## config.mk

```make
export PLATFORM = sky130hd
export DESIGN_NAME = wb_port_ctrl
export DESIGN_NICKNAME = d
export VERILOG_FILES = /design/src/rtl/wb_port_ctrl.sv
export SDC_FILE = /design/constraint.sdc
export NUM_CORES = 1
export LEC_CHECK = 0
export CAP_MARGIN = 20
export CORE_ASPECT_RATIO = 1.1
export CORE_MARGIN = 2
export CORE_UTILIZATION = 40
export DETAILED_ROUTE_END_ITERATION = 10
export GPL_TIMING_DRIVEN = 0
export PLACE_DENSITY = 0.81
export SETUP_SLACK_MARGIN = 0.5
export SLEW_MARGIN = 30
export SYNTH_ARGS = -nofsm -noshare
export SYNTH_HDL_FRONTEND = slang
export SYNTH_SLANG_ARGS = --single-unit
```

## constraint.sdc

```tcl
create_clock -name i_clk -period 2.8 [get_ports i_clk]
set_input_delay 0.56 -clock i_clk [delete_from_list [all_inputs] [get_ports i_clk]]
set_output_delay 0.56 -clock i_clk [all_outputs]
set_load 0.02 [all_outputs]
```

## src/rtl/wb_port_ctrl.sv

```systemverilog
// Write-back port controller: merges a fixed-priority single-cycle ALU result
// stream with a 2-entry queued multi-cycle result stream onto the register
// file's single write port, and forwards not-yet-committed values to decode.
module wb_port_ctrl #(
  parameter int XLEN  = 32,
  parameter int DEPTH = 2
) (
  input  logic            i_clk,
  input  logic            i_rst,
  input  logic            i_a_valid,
  input  logic [4:0]      i_a_rd,
  input  logic [XLEN-1:0] i_a_data,
  input  logic            i_b_valid,
  output logic            o_b_ready,
  input  logic [4:0]      i_b_rd,
  input  logic [XLEN-1:0] i_b_data,
  output logic            o_Wen,
  output logic [4:0]      o_Wnum,
  output logic [XLEN-1:0] o_Wd,
  input  logic [4:0]      i_rnum1,
  input  logic [4:0]      i_rnum2,
  output logic            o_fwd1_hit,
  output logic            o_fwd2_hit,
  output logic [XLEN-1:0] o_fwd1_data,
  output logic [XLEN-1:0] o_fwd2_data,
  output logic            o_busy
);

  // FIFO storage: slot 0 is always the head, slot 1 the newer entry.
  logic [1:0]      count_q, count_d;
  logic [1:0]      live_q, live_d;
  logic [4:0]      rd_q   [2];
  logic [4:0]      rd_d   [2];
  logic [XLEN-1:0] data_q [2];
  logic [XLEN-1:0] data_d [2];

  logic            wen_q, wen_d;
  logic [4:0]      wnum_q, wnum_d;
  logic [XLEN-1:0] wd_q, wd_d;

  logic [1:0] vmask;
  logic       a_act;
  logic       b_enq;

  assign vmask     = {count_q == 2'd2, count_q != 2'd0};
  assign a_act     = i_a_valid && (i_a_rd != 5'd0);
  // Ready depends on registered occupancy only, so a pop never opens it early.
  assign o_b_ready = (count_q < 2'(DEPTH));
  assign b_enq     = i_b_valid && o_b_ready && (i_b_rd != 5'd0);

  assign o_Wen  = wen_q;
  assign o_Wnum = wnum_q;
  assign o_Wd   = wd_q;
  assign o_busy = (count_q != 2'd0) || wen_q;

  // Next-state: kill older same-rd entries, select the port source, pop/shift, enqueue.
  always_comb begin
    logic [1:0] live_k;
    logic [1:0] cnt_after;
    logic       idx;
    logic       pop;
    wen_d     = 1'b0;
    wnum_d    = wnum_q;
    wd_d      = wd_q;
    rd_d      = rd_q;
    data_d    = data_q;
    cnt_after = count_q;
    idx       = 1'b0;
    for (int i = 0; i < 2; i++) begin
      live_k[i] = live_q[i] & ~(a_act & vmask[i] & (rd_q[i] == i_a_rd));
    end
    live_d = live_k;
    // A dead head is dropped even while A owns the port; a live head waits for A to go idle.
    pop = vmask[0] && (!live_q[0] || !a_act);

    if (a_act) begin
      wen_d  = 1'b1;
      wnum_d = i_a_rd;
      wd_d   = i_a_data;
    end else if (vmask[0] && live_q[0]) begin
      wen_d  = 1'b1;
      wnum_d = rd_q[0];
      wd_d   = data_q[0];
    end

    if (pop) begin
      rd_d[0]   = rd_q[1];
      data_d[0] = data_q[1];
      live_d[0] = live_k[1];
      live_d[1] = 1'b0;
      cnt_after = count_q - 2'd1;
    end

    // The enqueued entry is newer than any same-edge A write, so it is never killed.
    if (b_enq) begin
      idx         = cnt_after[0];
      rd_d[idx]   = i_b_rd;
      data_d[idx] = i_b_data;
      live_d[idx] = 1'b1;
    end
    count_d = cnt_after + {1'b0, b_enq};
  end

  // Control state and write-port registers with synchronous reset.
  always_ff @(posedge i_clk) begin
    if (i_rst) begin
      count_q <= 2'd0;
      live_q  <= 2'b00;
      wen_q   <= 1'b0;
      wnum_q  <= 5'd0;
      wd_q    <= '0;
    end else begin
      count_q <= count_d;
      live_q  <= live_d;
      wen_q   <= wen_d;
      wnum_q  <= wnum_d;
      wd_q    <= wd_d;
    end
  end

  // FIFO payload; validity is tracked by count/live, so no reset is needed here.
  always_ff @(posedge i_clk) begin
    rd_q   <= rd_d;
    data_q <= data_d;
  end

  // Forwarding: newest live queued entry wins, then older, then the value on the port.
  always_comb begin
    logic [4:0]      r    [2];
    logic            hit  [2];
    logic [XLEN-1:0] fdat [2];
    r[0] = i_rnum1;
    r[1] = i_rnum2;
    for (int p = 0; p < 2; p++) begin
      hit[p]  = 1'b0;
      fdat[p] = '0;
      if (r[p] != 5'd0) begin
        if (vmask[1] && live_q[1] && (rd_q[1] == r[p])) begin
          hit[p]  = 1'b1;
          fdat[p] = data_q[1];
        end else if (vmask[0] && live_q[0] && (rd_q[0] == r[p])) begin
          hit[p]  = 1'b1;
          fdat[p] = data_q[0];
        end else if (wen_q && (wnum_q == r[p])) begin
          hit[p]  = 1'b1;
          fdat[p] = wd_q;
        end
      end
    end
    o_fwd1_hit  = hit[0];
    o_fwd1_data = fdat[0];
    o_fwd2_hit  = hit[1];
    o_fwd2_data = fdat[1];
  end

endmodule

```

-- Word level (Yosys, flattened, before mapping)
Index checks and enable logic that the tools add are counted.
- bits in registers: 116
- input bits: 88
- output and inout port bits: 106
- word-level logic and storage cells: 96
- add/sub/neg operators: 2
- magnitude comparators: 5
- equal/unequal tests: 9
- muxes and demuxes: 37
- bitwise logic cells: 10
- reductions and logical operators: 24
- operators with widths (kind ; count):
    two-way mux 32 bit ; 12
    bitwise mux 64 bit ; 1
    two-way mux 64 bit ; 1
    equality test 5 bit ; 8
    demux 32 bit (select 1 bit) ; 1
    two-way mux 5 bit ; 4
    nonzero test 5 bit ; 4
    logical AND 1 bit ; 14
    two-way mux 1 bit ; 11
    bitwise mux 10 bit ; 1
    two-way mux 10 bit ; 1
    AND 1 bit ; 6
    two-way mux 2 bit ; 3
    demux 5 bit (select 1 bit) ; 1
    nonzero test 2 bit ; 2
    adder 2 x 1 -> 2 bit ; 1
    equality test 2 bit, second input constant ; 1
    >= comparator 2 bit, second input constant ; 1
    logical NOT 1 bit ; 2
    logical OR 1 bit ; 2
    < comparator 1 x 2 -> 1 bit, second input constant ; 1
    < comparator 2 x 1 -> 1 bit, second input constant ; 1
    < comparator 2 bit, second input constant ; 1
    inverter 1 bit ; 2
    other kinds (5) ; 5

-- Depth between registers and ports, before layout
Gate-level depths: netlist of the first run.
- depth in word-level cells: 13
- mapped depth: 10
- mapped depth without buffers: 8

-- Least setup slack after synthesis of the first run
No wires, ideal clock.
- kind: register to register
- from: reg count_q[1]
- to: reg (tool-made name)
- setup time: 399 ps
- arrival time: 2563 ps
- data required time: 2401 ps
- path slack: -162 ps
- cell stages (with the launch flop): 8
- buffers on the path: 1
- period minus slack after synthesis: 2962 ps
- cells stage by stage: dfxtp_1 inv_1 ha_1 or3_1 o21a_1 clkbuf_1 xnor2_1 ha_1
- RTL lines (item ; RTL line ; RTL):
    start: declaration ; 30 ; logic [1:0] count_q, count_d;
    start signal: assignment ; 113 ; count_q <= count_d;

-- Final worst setup path of the first run
- from: reg wnum_q[2] (netlist: o_Wnum[2])
- to: out o_fwd1_data[21]
- longest elaborated chain between the ends: 6
- ends and longest elaborated chain (item ; RTL line ; RTL):
    start: declaration ; 38 ; logic [4:0] wnum_q, wnum_d;
    start signal: assignment ; 116 ; wnum_q <= wnum_d;
    equality test 5 bit ; 144 ; end else if (wen_q && (wnum_q == r[p])) begin
    logical AND 1 bit ; 144 ;
    two-way mux 32 bit ; 144 ;
    two-way mux 32 bit ; 141 ; end else if (vmask[0] && live_q[0] && (rd_q[0] == r[p])) begin
    two-way mux 32 bit ; 138 ; if (vmask[1] && live_q[1] && (rd_q[1] == r[p])) begin
    two-way mux 32 bit ; 137 ; if (r[p] != 5'd0) begin
    end: declaration ; 24 ; output logic [XLEN-1:0] o_fwd1_data,
Every way passes these cells.

==> impl_metrics.csv, run 1 <==
group,metric,value,unit
outcome,status,"finished with violations",
outcome,violations,"setup timing",
logic_synthesis,synth_cell_types,52,
timing,post-route-min-period,3.213,ns
min_path,hold_class,"register to register",
timing,clock-skew-final,0.01031,ns
layout,mostFrequentLayoutCells,"clkdlybuf4s50_1 (110), buf_6 (83), nand2_1 (80)",
setup_path,end_kind,"output pin",
job,drv_cap,0,
floorplanning,die_h,137.1,um
floorplanning,core_area,15740,um^2
timing,setup_viol,66,
timing,worst_slew_pin_slew,0.6591,ns
logic_synthesis,async_flop_share,0,%
global_route,track_usage,30.01,%
drt,wl_per_cell,25.19,um
floorplanning,die_width,125.0,um
floorplanning,start_util,40.95,%
timing,rsz0062_at_grt,"true",
drt,viasPerCell,6.182,
logic_synthesis,ys_seq_area_share,41.79,%
logic_synthesis,synth_edf_count,37,
layout,drive_above_1_share,41.88,%
logic_synthesis,synthCells,671,
placement,io_buffers,192,
setup_path,crit_chain,"xor2_1, nor4_1, nand3_1, nor3b_4, buf_6, buf_6, a221o_1, buf_2",
power,ir_drop,0.6526,mV
cts,clockBufferDepth,2,
setup_path,cp.arrival,2.65,ns
placement,hpwl,16390,um
setup_path,path_max_fanout,10,
cts,cts.sinks,116,
setup_path,critical_path_required,2.24,ns
layout,n_fill_cell,977,
global_route,grt-ovfl-total,0,
cts,hold_buffers,0,
floorplanning,placementRows,48,
power,powerDensity,832.1,nW/um^2
global_route,grt_use_met1,36.89,%
logic_synthesis,synthesis.area,6444,um^2
placement,place_inst,1063,
layout,final_cells,1179,
setup_path,cp_slowest_cell,"dfxtp_1",
timing,fin_crit_sh,114.8,%
global_route,grt_max_degree,17,
drt,ant_nets,0,
global_route,grt_pass1_vias,6822,
cts,cts_buffers,17,
power,leakage,4.839,nW
drt,dr.pass1.iters,5,
setup_path,cpMostUsedCell,"buf_6",
logic_synthesis,syn_nets,762,
cts,cts-root-buf,"clkbuf_16",
timing,hold_viol,0,
logic_synthesis,synthFlopType,"dfxtp_1",
layout,diodes,0,
drt,vias,7289,
cts,cts_htree_levels,4,
floorplanning,die_area,17140,um^2
timing,slew_headroom,56.06,%
layout,area.growth.synth_to_final,86.43,%
global_route,grt_antenna_before_repair,0,
logic_synthesis,avgSynthCellArea,9.603,um^2
setup_path,worst_setup_path_start_kind,"register",
layout,num-nets-final,1058,
layout,final_util,76.34,%
timing,final-max-slew-violation-count,0,
cts,clk-insertion-delay-late,0.43,ns
timing,finalWorstSetupSlack,-0.4132,ns
drt,drc,0,
global_route,grt_pass1_wl,39490,um
cts,cts_tree,"done",
logic_synthesis,yosys_warnings,0,
global_route,busiest_layer,"met2",
setup_path,max_stage_delay,0.50,ns
cts,path_clk_slew,0.05,ns
floorplanning,boundaryPins,194,
layout,final_common_cell,"clkdlybuf4s50_1",
placement,gp_congestion,0.8593,
logic_synthesis,synth_seq_cells,116,
drt,drt_iter0_drc,748,
timing,fmax,311.2,MHz
power,finalPower,9.995,mW
timing,whs,0.5093,ns
global_route,use_met3,6.059,%
global_route,grt_use_met2,51.00,%
drt,drt_wl_total,29700,um
setup_path,critPathKind,"register to output pin",
==> Yosys cell counts, types with 25 or more instances <==
| library cell | count | area (um^2) |
|---|---|---|
| nor2_1 | 44 | 165.2 |
| clkbuf_1 | 29 | 108.9 |
| dfxtp_1 | 79 | 1582 |
| xor2_1 | 25 | 219.0 |
| nand2_1 | 116 | 435.4 |
| edfxtp_1 | 37 | 1111 |
| mux2i_1 | 70 | 700.7 |
| a311oi_1 | 37 | 324.1 |
| o21ai_1 | 28 | 140.1 |
| and3_1 | 32 | 200.2 |
| o2bb2ai_1 | 31 | 271.5 |
| a221o_1 | 31 | 310.3 |
==> timing repair <==
action                                  4_1_cts  5_1_grt
gates cloned                                  8       10
setup buffers                                32       35
endpoints found under the setup margin      183      162
resized for setup                           439      271
pin swaps                                    29       29
==> routing by layer <==
layer	share of wire [%]	wire (um)
met5	0	0
met4	4.6	1355
met3	8.5	2521
met2	49	14600
met1	38	11220
==> where the power goes <==
part	leakage, nW	internal [mW]	switching, mW
combinational	3.55	2.50	2.37
clock	0.280	1.32	0.806
sequential	1.00	2.34	0.667
total	4.84	6.16	3.84
==> cell type report <==
class | count | area [um^2] | share of cell area (%)
buffer | 61 | 726.9 | 6.051
timing repair buffer | 277 | 3040 | 25.31
sequential | 116 | 2703 | 22.50
tap | 200 | 250.2 | 2.083
multi-input combinational | 491 | 4700 | 39.12
clock inverter | 7 | 42.54 | 0.3541
clock buffer | 24 | 534.3 | 4.447
inverter | 3 | 16.27 | 0.1354
==> final timing paths <==
| check | from | endpoint | slack [ns] | depth (start not counted) |
|---|---|---|---|---|
| setup / recovery | o_Wnum[2] | o_fwd1_data[21] | -0.41 | 8 |
| hold reg to reg | data_q[33] | o_Wd[1] | 0.51 | 2 |
| setup reg to reg | count_q[0] | register | 0.11 | 12 |
| hold / removal | data_q[33] | o_Wd[1] | 0.51 | 2 |
==> cell families after synthesis <==
family                   count (synthesis)  synth area share (%)
buffers and inverters                   64                 5.340
AND/OR/NAND/NOR                        219                 15.63
multiplexers                            70                 10.87
flip-flops                             116                 41.79
XOR/XNOR                                42                 5.709
AO/OA/AOI/OAI                          157                 20.08
adder cells (fa/ha/maj)                  3                0.5826
==> through the flow <==
step	setup slack (ns)	TNS, ns	area (um^2)
floorplan	0.2851	0	7176
global placement	-1.135	-93.03	9348
detailed placement	-1.155	-98.60	9348
CTS	-0.1964	-8.929	10600
global route	-0.4080	-18.83	12010
finish	-0.4132	-17.16	12010
==> critical path, delay by kind of cell (launching register included) <==
family                 cells  cell delay, ns
XOR/XNOR                   1            0.18
flip-flops                 1            0.50
AND/OR/NAND/NOR            3            0.80
AO/OA/AOI/OAI              1            0.20
buffers and inverters      3            0.54
Note: power is estimated with default switching activity, not from simulation.
==> run 2, diff against run 1 <==
==> constraint.sdc (replaced) <==
create_clock -name i_clk -period 2.8 [get_ports i_clk]
set_input_delay 0.28 -clock i_clk [delete_from_list [all_inputs] [get_ports i_clk]]
set_output_delay 0.28 -clock i_clk [all_outputs]
set_load 0.02 [all_outputs]
==> run 2 against run 1 <==
Critical endpoint is now o_fwd2_data[18]. Global-route usage rose by 0.46 points. Sequential power fell by 3%. Clock skew fell by 0.0013 ns. The run still ends with setup timing left. Sequential cell count did not move. Non-clock buffer count fell by 30. First-iteration DRC count rose by 4.9%. Worst hold slack got worse by 0.20 ns. Maximum frequency rose by 9.5%. Critical path type unchanged. Count of clock-buffer cells in the layout fell by 3. Worst setup slack improved by 0.28 ns.
==> impl_metrics.csv, run 2 (synthesis results as in run 1) <==
group,metric,value,unit
outcome,status,"finished with violations",
outcome,violations,"setup timing",
global_route,grt-ovfl-total,0,
timing,whs,0.3070,ns
global_route,grt_antenna_before_repair,0,
placement,hpwl,16080,um
job,drv_cap,0,
global_route,track_usage,30.47,%
timing,rsz0062_at_grt,"true",
timing,worst_slew_pin_slew,0.7274,ns
power,ir_drop,0.4753,mV
min_path,hold_class,"input port to register",
floorplanning,die_h,137.1,um
floorplanning,placementRows,48,
cts,cts_htree_levels,4,
setup_path,cp_slowest_cell,"edfxtp_1",
placement,io_buffers,192,
power,leakage,4.218,nW
drt,drt_wl_total,27010,um
drt,drc,0,
layout,diodes,0,
setup_path,path_max_fanout,5,
timing,hold_viol,0,
global_route,grt_pass1_vias,7076,
global_route,grt_pass1_wl,39900,um
floorplanning,die_width,125.0,um
setup_path,cpMostUsedCell,"buf_12",
setup_path,critPathKind,"register to output pin",
cts,hold_buffers,0,
placement,gp_congestion,0.9123,
cts,cts_tree,"done",
cts,clk-insertion-delay-late,0.43,ns
power,powerDensity,752.2,nW/um^2
timing,fin_crit_sh,104.8,%
layout,num-nets-final,1028,
setup_path,critical_path_required,2.52,ns
timing,finalWorstSetupSlack,-0.1337,ns
timing,clock-skew-final,0.008991,ns
setup_path,end_kind,"output pin",
floorplanning,core_area,15740,um^2
cts,path_clk_slew,0.06,ns
layout,area.growth.synth_to_final,71.05,%
timing,fmax,340.9,MHz
floorplanning,start_util,40.95,%
global_route,grt_max_degree,20,
cts,cts_buffers,17,
setup_path,max_stage_delay,0.48,ns
drt,vias,6972,
layout,drive_above_1_share,32.88,%
drt,drt_iter0_drc,785,
setup_path,cp.arrival,2.65,ns
cts,cts-root-buf,"clkbuf_16",
timing,tns,-4.135,ns
drt,ant_nets,0,
drt,viasPerCell,6.068,
setup_path,worst_setup_path_start_kind,"register",
floorplanning,die_area,17140,um^2
drt,dr.pass1.iters,5,
timing,final-max-slew-violation-count,0,
timing,setup_viol,59,
timing,post-route-min-period,2.934,ns
cts,clockBufferDepth,2,
floorplanning,boundaryPins,194,
timing,slew_headroom,51.50,%
setup_path,crit_chain,"buf_4, xor2_2, nor4_2, nand3_2, nor2_4, buf_12, buf_12, clkbuf_8, o2bb2ai_2, buf_6",
cts,cts.sinks,116,
setup_path,crit_family,"buffers and inverters",
layout,final_common_cell,"clkdlybuf4s50_1",
drt,wl_per_cell,23.51,um
layout,mostFrequentLayoutCells,"clkdlybuf4s50_1 (117), nand2_1 (113), buf_6 (84)",
setup_path,path_buf_inv,5,
[run 2: timing repair]
item | CTS | global route
resized for setup | 604 | 30
cloned | 11 | 2
buffers inserted | 34 | 8
endpoints found under the setup margin | 164 | 153
pin swaps | 31 | 18
[run 2: metal layers]
layer	up-vias	routed length (um)	share of wire [%]	global-route usage [%]
met5	-	0	0	0
li1	3037	-	-	-
met1	3346	10230	38	36.54
met4	0	1157	4.3	18.33
met2	494	13270	49	50.91
met3	95	2345	8.7	6.099
[run 2: final timing paths]
path | start | depth (start not counted) | slack, ns | to
worst max-delay path | register | 10 | -0.13 | o_fwd2_data[18]
worst min-delay path | i_rst | 2 | 0.31 | count_q[0]
worst max register to register | count_q[0] | 10 | 0.53 | rd_q[9]
worst min register to register | data_q[33] | 2 | 0.51 | o_Wd[1]
[run 2: power by group]
| group | switching (mW) | internal, mW | leakage (nW) |
|---|---|---|---|
| Combinational | 1.79 | 1.45 | 2.95 |
| Clock | 0.799 | 1.32 | 0.262 |
| Sequential | 0.595 | 2.34 | 1.01 |
[run 2: area by class of cell]
type	instances	area [um^2]
fill	1062	4713
multi-input combinational	491	4189
timing repair buffer	247	2718
sequential	116	2703
buffer	61	584.3
clock buffer	21	450.4
tap	200	250.2
clock inverter	10	108.9
inverter	3	18.77
[run 2: per-stage QoR]
stage	total power, mW	cells	instance area, um^2	worst slack, ns	util (%)
after detailed placement	5.488	1063	8640	-0.8089	54.91
final	8.291	1149	11020	-0.1337	70.05
after global placement	5.413	1063	8640	-0.8203	54.91
after CTS	8.050	1139	10790	0.01155	68.58
after floorplan	4.550	671	6467	0.5111	-
after global routing	8.592	1149	11020	-0.1516	70.05
[run 2: worst register-to-register path, cell delays in order (launching register included)]
cell	delay (ns)
dfxtp_2	0.35
inv_4	0.06
ha_4	0.17
or3_1	0.33
o21ai_1	0.14
buf_4	0.25
mux2i_4	0.30
buf_6	0.21
buf_6	0.18
nand2_1	0.11
o21ai_1	0.12
